--- src/rtl/encoder_n_queued_if.sv ---
// Event-encoder bus: request side, encoded-code valid/ready side and status.
//   mode      master->slave  selection mode (0 fixed priority, 1 round-robin)
//   req       master->slave  per-channel one-cycle event pulses
//   ready     master->slave  consumer accepts code when valid && ready
//   clr_drop  master->slave  synchronous clear of drop_cnt
//   code      slave->master  encoded channel index
//   valid     slave->master  code holds a pending channel
//   pending   slave->master  sticky pending bits
//   drop_cnt  slave->master  saturating count of events lost to a pending channel
interface encoder_n_queued_if #(
    parameter int unsigned N      = 4,
    parameter int unsigned DROP_W = 8
);
    localparam int unsigned W = $clog2(N);

    logic              mode;
    logic [N-1:0]      req;
    logic              ready;
    logic              clr_drop;
    logic [W-1:0]      code;
    logic              valid;
    logic [N-1:0]      pending;
    logic [DROP_W-1:0] drop_cnt;

    modport master (
        output mode, req, ready, clr_drop,
        input  code, valid, pending, drop_cnt
    );

    modport slave (
        input  mode, req, ready, clr_drop,
        output code, valid, pending, drop_cnt
    );
endinterface

--- src/rtl/encoder_n_queued.sv ---
// N-to-log2(N) encoder with sticky event queueing.
// Request pulses are latched into a pending register; one pending channel at a time is
// encoded and offered on a valid/ready handshake, chosen by fixed MSB-first priority or
// round-robin. Events arriving on an already-pending channel are counted as drops.
// Ports:
//   clk_i   clock, rising edge
//   rst_ni  synchronous active-low reset
//   bus     encoder_n_queued_if slave modport (mode, req, ready, clr_drop in;
//           code, valid, pending, drop_cnt out)
module encoder_n_queued #(
    parameter int unsigned N      = 4,
    parameter int unsigned DROP_W = 8
) (
    input  logic                 clk_i,
    input  logic                 rst_ni,
    encoder_n_queued_if.slave    bus
);
    localparam int unsigned W    = $clog2(N);
    localparam int unsigned CntW = $clog2(N + 1);
    localparam int unsigned SumW = DROP_W + CntW;
    localparam logic [DROP_W-1:0] DropMax = '1;

    typedef enum logic [0:0] {StIdle, StHold} state_e;

    state_e            state_q, state_d;
    logic [W-1:0]      code_q, code_d;
    logic [W-1:0]      rr_ptr_q, rr_ptr_d;
    logic [N-1:0]      pending_q, pending_d;
    logic [DROP_W-1:0] drop_q, drop_d;

    logic              accept;
    logic [N-1:0]      clr_mask;
    logic [N-1:0]      cand;
    logic [W-1:0]      rr_next;
    logic [W-1:0]      scan_ptr;
    logic [W-1:0]      rr_idx;
    logic [W-1:0]      sel_fixed;
    logic [W-1:0]      sel_rr;
    logic              rr_found;
    logic [W-1:0]      sel;
    logic [CntW-1:0]   drop_inc;
    logic [SumW-1:0]   drop_sum;

    assign accept  = (state_q == StHold) && bus.ready;
    assign rr_next = (code_q == W'(N - 1)) ? '0 : code_q + 1'b1;
    // On an accept the scan starts just past the channel being retired, so the pointer
    // used for the back-to-back load is the one being written this edge.
    assign scan_ptr = accept ? rr_next : rr_ptr_q;

    always_comb begin
        clr_mask = '0;
        if (accept) begin
            clr_mask[code_q] = 1'b1;
        end
    end

    assign pending_d = (pending_q & ~clr_mask) | bus.req;

    // Drops: a new event on a channel that is pending and not retired this cycle.
    always_comb begin
        drop_inc = '0;
        for (int k = 0; k < N; k++) begin
            drop_inc = drop_inc + CntW'(bus.req[k] & pending_q[k] & ~clr_mask[k]);
        end
        drop_sum = SumW'(drop_q) + SumW'(drop_inc);
        if (bus.clr_drop) begin
            drop_d = '0;
        end else if (drop_sum > SumW'(DropMax)) begin
            drop_d = DropMax;
        end else begin
            drop_d = drop_sum[DROP_W-1:0];
        end
    end

    // Candidates exclude this cycle's req; a held code without accept loads nothing.
    always_comb begin
        cand = '0;
        if (state_q == StIdle) begin
            cand = pending_q;
        end else if (accept) begin
            cand = pending_q & ~clr_mask;
        end
    end

    always_comb begin
        sel_fixed = '0;
        for (int k = 0; k < N; k++) begin
            if (cand[k]) begin
                sel_fixed = W'(k);
            end
        end
    end

    always_comb begin
        sel_rr   = '0;
        rr_found = 1'b0;
        rr_idx   = '0;
        for (int i = 0; i < N; i++) begin
            rr_idx = W'((int'(scan_ptr) + i) % N);
            if (!rr_found && cand[rr_idx]) begin
                sel_rr   = rr_idx;
                rr_found = 1'b1;
            end
        end
    end

    assign sel = bus.mode ? sel_rr : sel_fixed;

    always_comb begin
        state_d  = state_q;
        code_d   = code_q;
        rr_ptr_d = rr_ptr_q;
        case (state_q)
            StIdle: begin
                if (|cand) begin
                    code_d  = sel;
                    state_d = StHold;
                end
            end
            StHold: begin
                if (accept) begin
                    rr_ptr_d = rr_next;
                    if (|cand) begin
                        code_d = sel;
                    end else begin
                        state_d = StIdle;
                    end
                end
            end
            default: state_d = StIdle;
        endcase
    end

    always_ff @(posedge clk_i) begin
        if (!rst_ni) begin
            state_q   <= StIdle;
            code_q    <= '0;
            rr_ptr_q  <= '0;
            pending_q <= '0;
            drop_q    <= '0;
        end else begin
            state_q   <= state_d;
            code_q    <= code_d;
            rr_ptr_q  <= rr_ptr_d;
            pending_q <= pending_d;
            drop_q    <= drop_d;
        end
    end

    assign bus.code     = code_q;
    assign bus.valid    = (state_q == StHold);
    assign bus.pending  = pending_q;
    assign bus.drop_cnt = drop_q;
endmodule
--- src/flat_wrapper.sv ---
// flat-port wrapper written by rule: the top's interface ports become plain ports
module encoder_n_queued_flat 
#(
    parameter int unsigned N      = 4,
    parameter int unsigned DROP_W = 8
)
  (clk_i, rst_ni, bus_mode, bus_req, bus_ready, bus_clr_drop, bus_code, bus_valid, bus_pending, bus_drop_cnt);
  encoder_n_queued_if #(.N(N), .DROP_W(DROP_W)) bus_i ();
  input  logic clk_i;
  input  logic rst_ni;
  input wire logic [$bits(bus_i.mode)-1:0] bus_mode;
  input wire logic [$bits(bus_i.req)-1:0] bus_req;
  input wire logic [$bits(bus_i.ready)-1:0] bus_ready;
  input wire logic [$bits(bus_i.clr_drop)-1:0] bus_clr_drop;
  output wire logic [$bits(bus_i.code)-1:0] bus_code;
  output wire logic [$bits(bus_i.valid)-1:0] bus_valid;
  output wire logic [$bits(bus_i.pending)-1:0] bus_pending;
  output wire logic [$bits(bus_i.drop_cnt)-1:0] bus_drop_cnt;
  assign bus_i.mode = bus_mode;
  assign bus_i.req = bus_req;
  assign bus_i.ready = bus_ready;
  assign bus_i.clr_drop = bus_clr_drop;
  assign bus_code = bus_i.code;
  assign bus_valid = bus_i.valid;
  assign bus_pending = bus_i.pending;
  assign bus_drop_cnt = bus_i.drop_cnt;
  encoder_n_queued #(.N(N), .DROP_W(DROP_W)) u_core (.clk_i(clk_i), .rst_ni(rst_ni), .bus(bus_i));
endmodule
--- config.mk ---
export PLATFORM = sky130hd
export DESIGN_NAME = encoder_n_queued_flat
export DESIGN_NICKNAME = d
export VERILOG_FILES = /design/src/rtl/encoder_n_queued_if.sv /design/src/rtl/encoder_n_queued.sv /design/src/flat_wrapper.sv
export SDC_FILE = /design/constraint.sdc
export NUM_CORES = 1
export LEC_CHECK = 0
export CAP_MARGIN = 30
export CORE_MARGIN = 2
export CORE_UTILIZATION = 30
export DETAILED_ROUTE_END_ITERATION = 16
export REMOVE_ABC_BUFFERS = 1
export SYNTH_ARGS = -nofsm -noshare
export SYNTH_HDL_FRONTEND = slang
export SYNTH_SLANG_ARGS = --single-unit
--- constraint.sdc ---
create_clock -name clk_i -period 8.8 [get_ports clk_i]
set_clock_uncertainty 0.1 [all_clocks]
set_input_delay 1.32 -clock clk_i [delete_from_list [all_inputs] [get_ports clk_i]]
set_output_delay 1.32 -clock clk_i [all_outputs]
set_load 0.02 [all_outputs]
==> metrics <==
Peak VDD IR 0.0000589 V; reg2reg setup slack 5050 ps; Final Max Tran Viols 0; Final min period 4790 ps; total power 192 uW; CP Data Required Time 8930 ps; Tcrit/Tclk final 54.5%; cells after synthesis 124; Antenna Cells 0; max cap viols 0; Total Wirelength 2490 um; Die X 64.2 um; DR WL/cell 12.7 um; CP startpoint kind primary input; Core Region 3420 um2; critical path type primary input to flop; CTS tree built; PortBufs 23; Num CTS Buffers 3; CP max FO 9; global-route wire length before repair 4520 um; Placed Cells 191; Final Cell Area 1390 um2; Post-CTS Setup Inserts 0; Root Buffer clkbuf_4; clk buf depth 2; total track usage 13.9%; initial antenna violation count 0; Placer Congestion 0.882; Setup TNS 0 ps; Post-layout nets 170; Post-CTS Resized 0; CTS Sinks 17; leak pwr 0.000539 uW; area delta synth->final 28.2%; Worst Path Arrival 4930 ps; vias in the first global route 1,012; register area 340 um2; YS warnings 0; Setup crit end kind flop; row cnt 21; sequential share of the synthesized area 31.3%; Seq cells post-synth 17; Slew @ Worst Pin 449 ps; drt via density 4.97; syn_area_per_cell 8.76 um2; Area contributors post-synth dfxtp_1 31%, ha_1 10%, o21a_1 5.5%; dpl hpwl 1960 um; die area 4120 um2; Chip Height 64.2 um; I/O Pins 24; RSZ-0062 raised after global routing false; Yosys cell types 39; DRT Pass-1 Iters 5; detailed-route via count 970; # hold bufs at CTS 0; # H-tree levels 1; Worst-path clk slew 100 ps; utilization after layout 40.8%; Initial Utilization 31.8%; status finished, final reports clean; Max Freq 209 MHz; final std cells w/o fill 195; GRT overflow 0; Fillers 367; Iteration-0 DRC Markers 49; HP Class flop to flop; Placed Area 1370 um2; pwr/cell area 138 nW/um2; relative slew slack 69.9%; Final setup viols 0; share of layout cells above drive strength 1 6.71%; DRT antenna net count 0; Multi-input gate area 693 um2; biggest area consumer among synthesized cells dfxtp_1; largest net degree at the start of global routing 11; Fin. Hold Viols 0; Cell Area, Synth 1090 um2; clk_lat worst skew 300 ps; DRC 0; Synth top area share 31.3%
==> worst paths after layout <==
kind                                startpoint                                 to  depth (start not counted)
max                                  bus_ready  u_core.bus.drop_cnt[1]$_SDFF_PP0_                         15
min          u_core.bus.drop_cnt[7]$_SDFF_PP0_  u_core.bus.drop_cnt[7]$_SDFF_PP0_                          2
max reg2reg    u_core.bus.code[0]$_SDFFE_PN0P_  u_core.bus.drop_cnt[1]$_SDFF_PP0_                         15
min reg2reg  u_core.bus.drop_cnt[7]$_SDFF_PP0_  u_core.bus.drop_cnt[7]$_SDFF_PP0_                          2
==> where the power goes <==
group          internal [uW]  total (uW)  switching (uW)
logic                   27.4        59.1            31.7
registers               82.0        87.8            5.81
clock network           17.7        44.7            27.0
total                    127         192            64.5
==> layer usage <==
layer  GRT usage (%)  part of all wire [%]
met1            17.3                    48
met3            5.11                   5.1
met2            22.5                    45
met4            3.99                   1.2
met5               0                     0
==> flip-flops by register name (all words and copies together) (netlist names) <==
register and cells:
u_core.bus.drop_cnt 8, u_core.rr_ptr_q 2, u_core.bus.valid 1, u_core.bus.code 2, u_core.bus.pending 4
==> placed cells by master, fill, tap and decap left out, drive strengths merged, types with 2 or more instances in the layout <==
cell            n
a211oi          3
a21boi          7
a21oi           9
and2            3
clkbuf          4
clkdlybuf4s50  23
dfxtp          17
fa              2
ha              9
inv            12
nand2           7
nand3           3
nand4           2
nor2            6
nor2b           5
nor3            2
nor3b           2
o211ai          3
o21a            8
o21ai           5
o221ai          2
xnor2           2
xor2            2
==> per-stage QoR <==
stage | hold slack [ps] | setup WS, ps
floorplan | 488 | 4580
detailed placement | 441 | 3720
finish | 456 | 4010
global route | 497 | 3710
CTS | 459 | 4020
global placement | 440 | 3800
==> synth_stat cells <==
cell / n
a21boi_0: 6
dfxtp_1: 17
and3b_1: 1
o21ai_0: 2
nor3_1: 2
o21a_1: 8
nand3_1: 3
and2_1: 2
o21ai_2: 2
or3_1: 1
mux2_2: 1
a311oi_2: 1
and4bb_1: 1
nor3b_1: 2
nand4_1: 2
a31oi_1: 1
a21oi_1: 9
buf_1: 1
nand2b_1: 1
nor2_1: 6
o21ai_1: 1
a21boi_1: 1
ha_1: 9
nor2b_1: 5
and2_4: 1
or2_1: 1
or4_4: 1
fa_1: 2
o221ai_1: 2
clkbuf_1: 1
a211oi_1: 3
xnor2_1: 2
inv_1: 11
o211ai_1: 3
xor2_1: 2
nand2_1: 7
inv_2: 1
and2b_1: 1
a21o_1: 1
==> worst max-delay path: stages <==
cell and delay [ps]:
clkdlybuf4s50_1 540, and2_4 240, a21boi_0 240, nand2_1 120, fa_1 540, inv_1 40
ha_1 190, ha_1 290, inv_1 50, fa_1 420, inv_1 70, a21oi_1 90
nor3b_1 310, nand3_1 240, a21oi_1 210
==> cells by family after synthesis <==
family / share of synthesized area, %
AOI/OAI and AO/OA: 25.9
and+or+nand+nor: 19.6
DFF: 31.3
buffers and inverters: 4.84
adders and majority gates: 14.1
xor gates and xnor gates: 3.23
muxes: 1.04
==> cell type report <==
type                       instances  area share (%)
clock buffer                       4            1.89
multi-input combinational         93            49.8
sequential                        17            24.4
inverter                          12            3.23
timing repair buffer              23            16.5
tap                               46            4.13
Power figures use the tool's default switching activity.
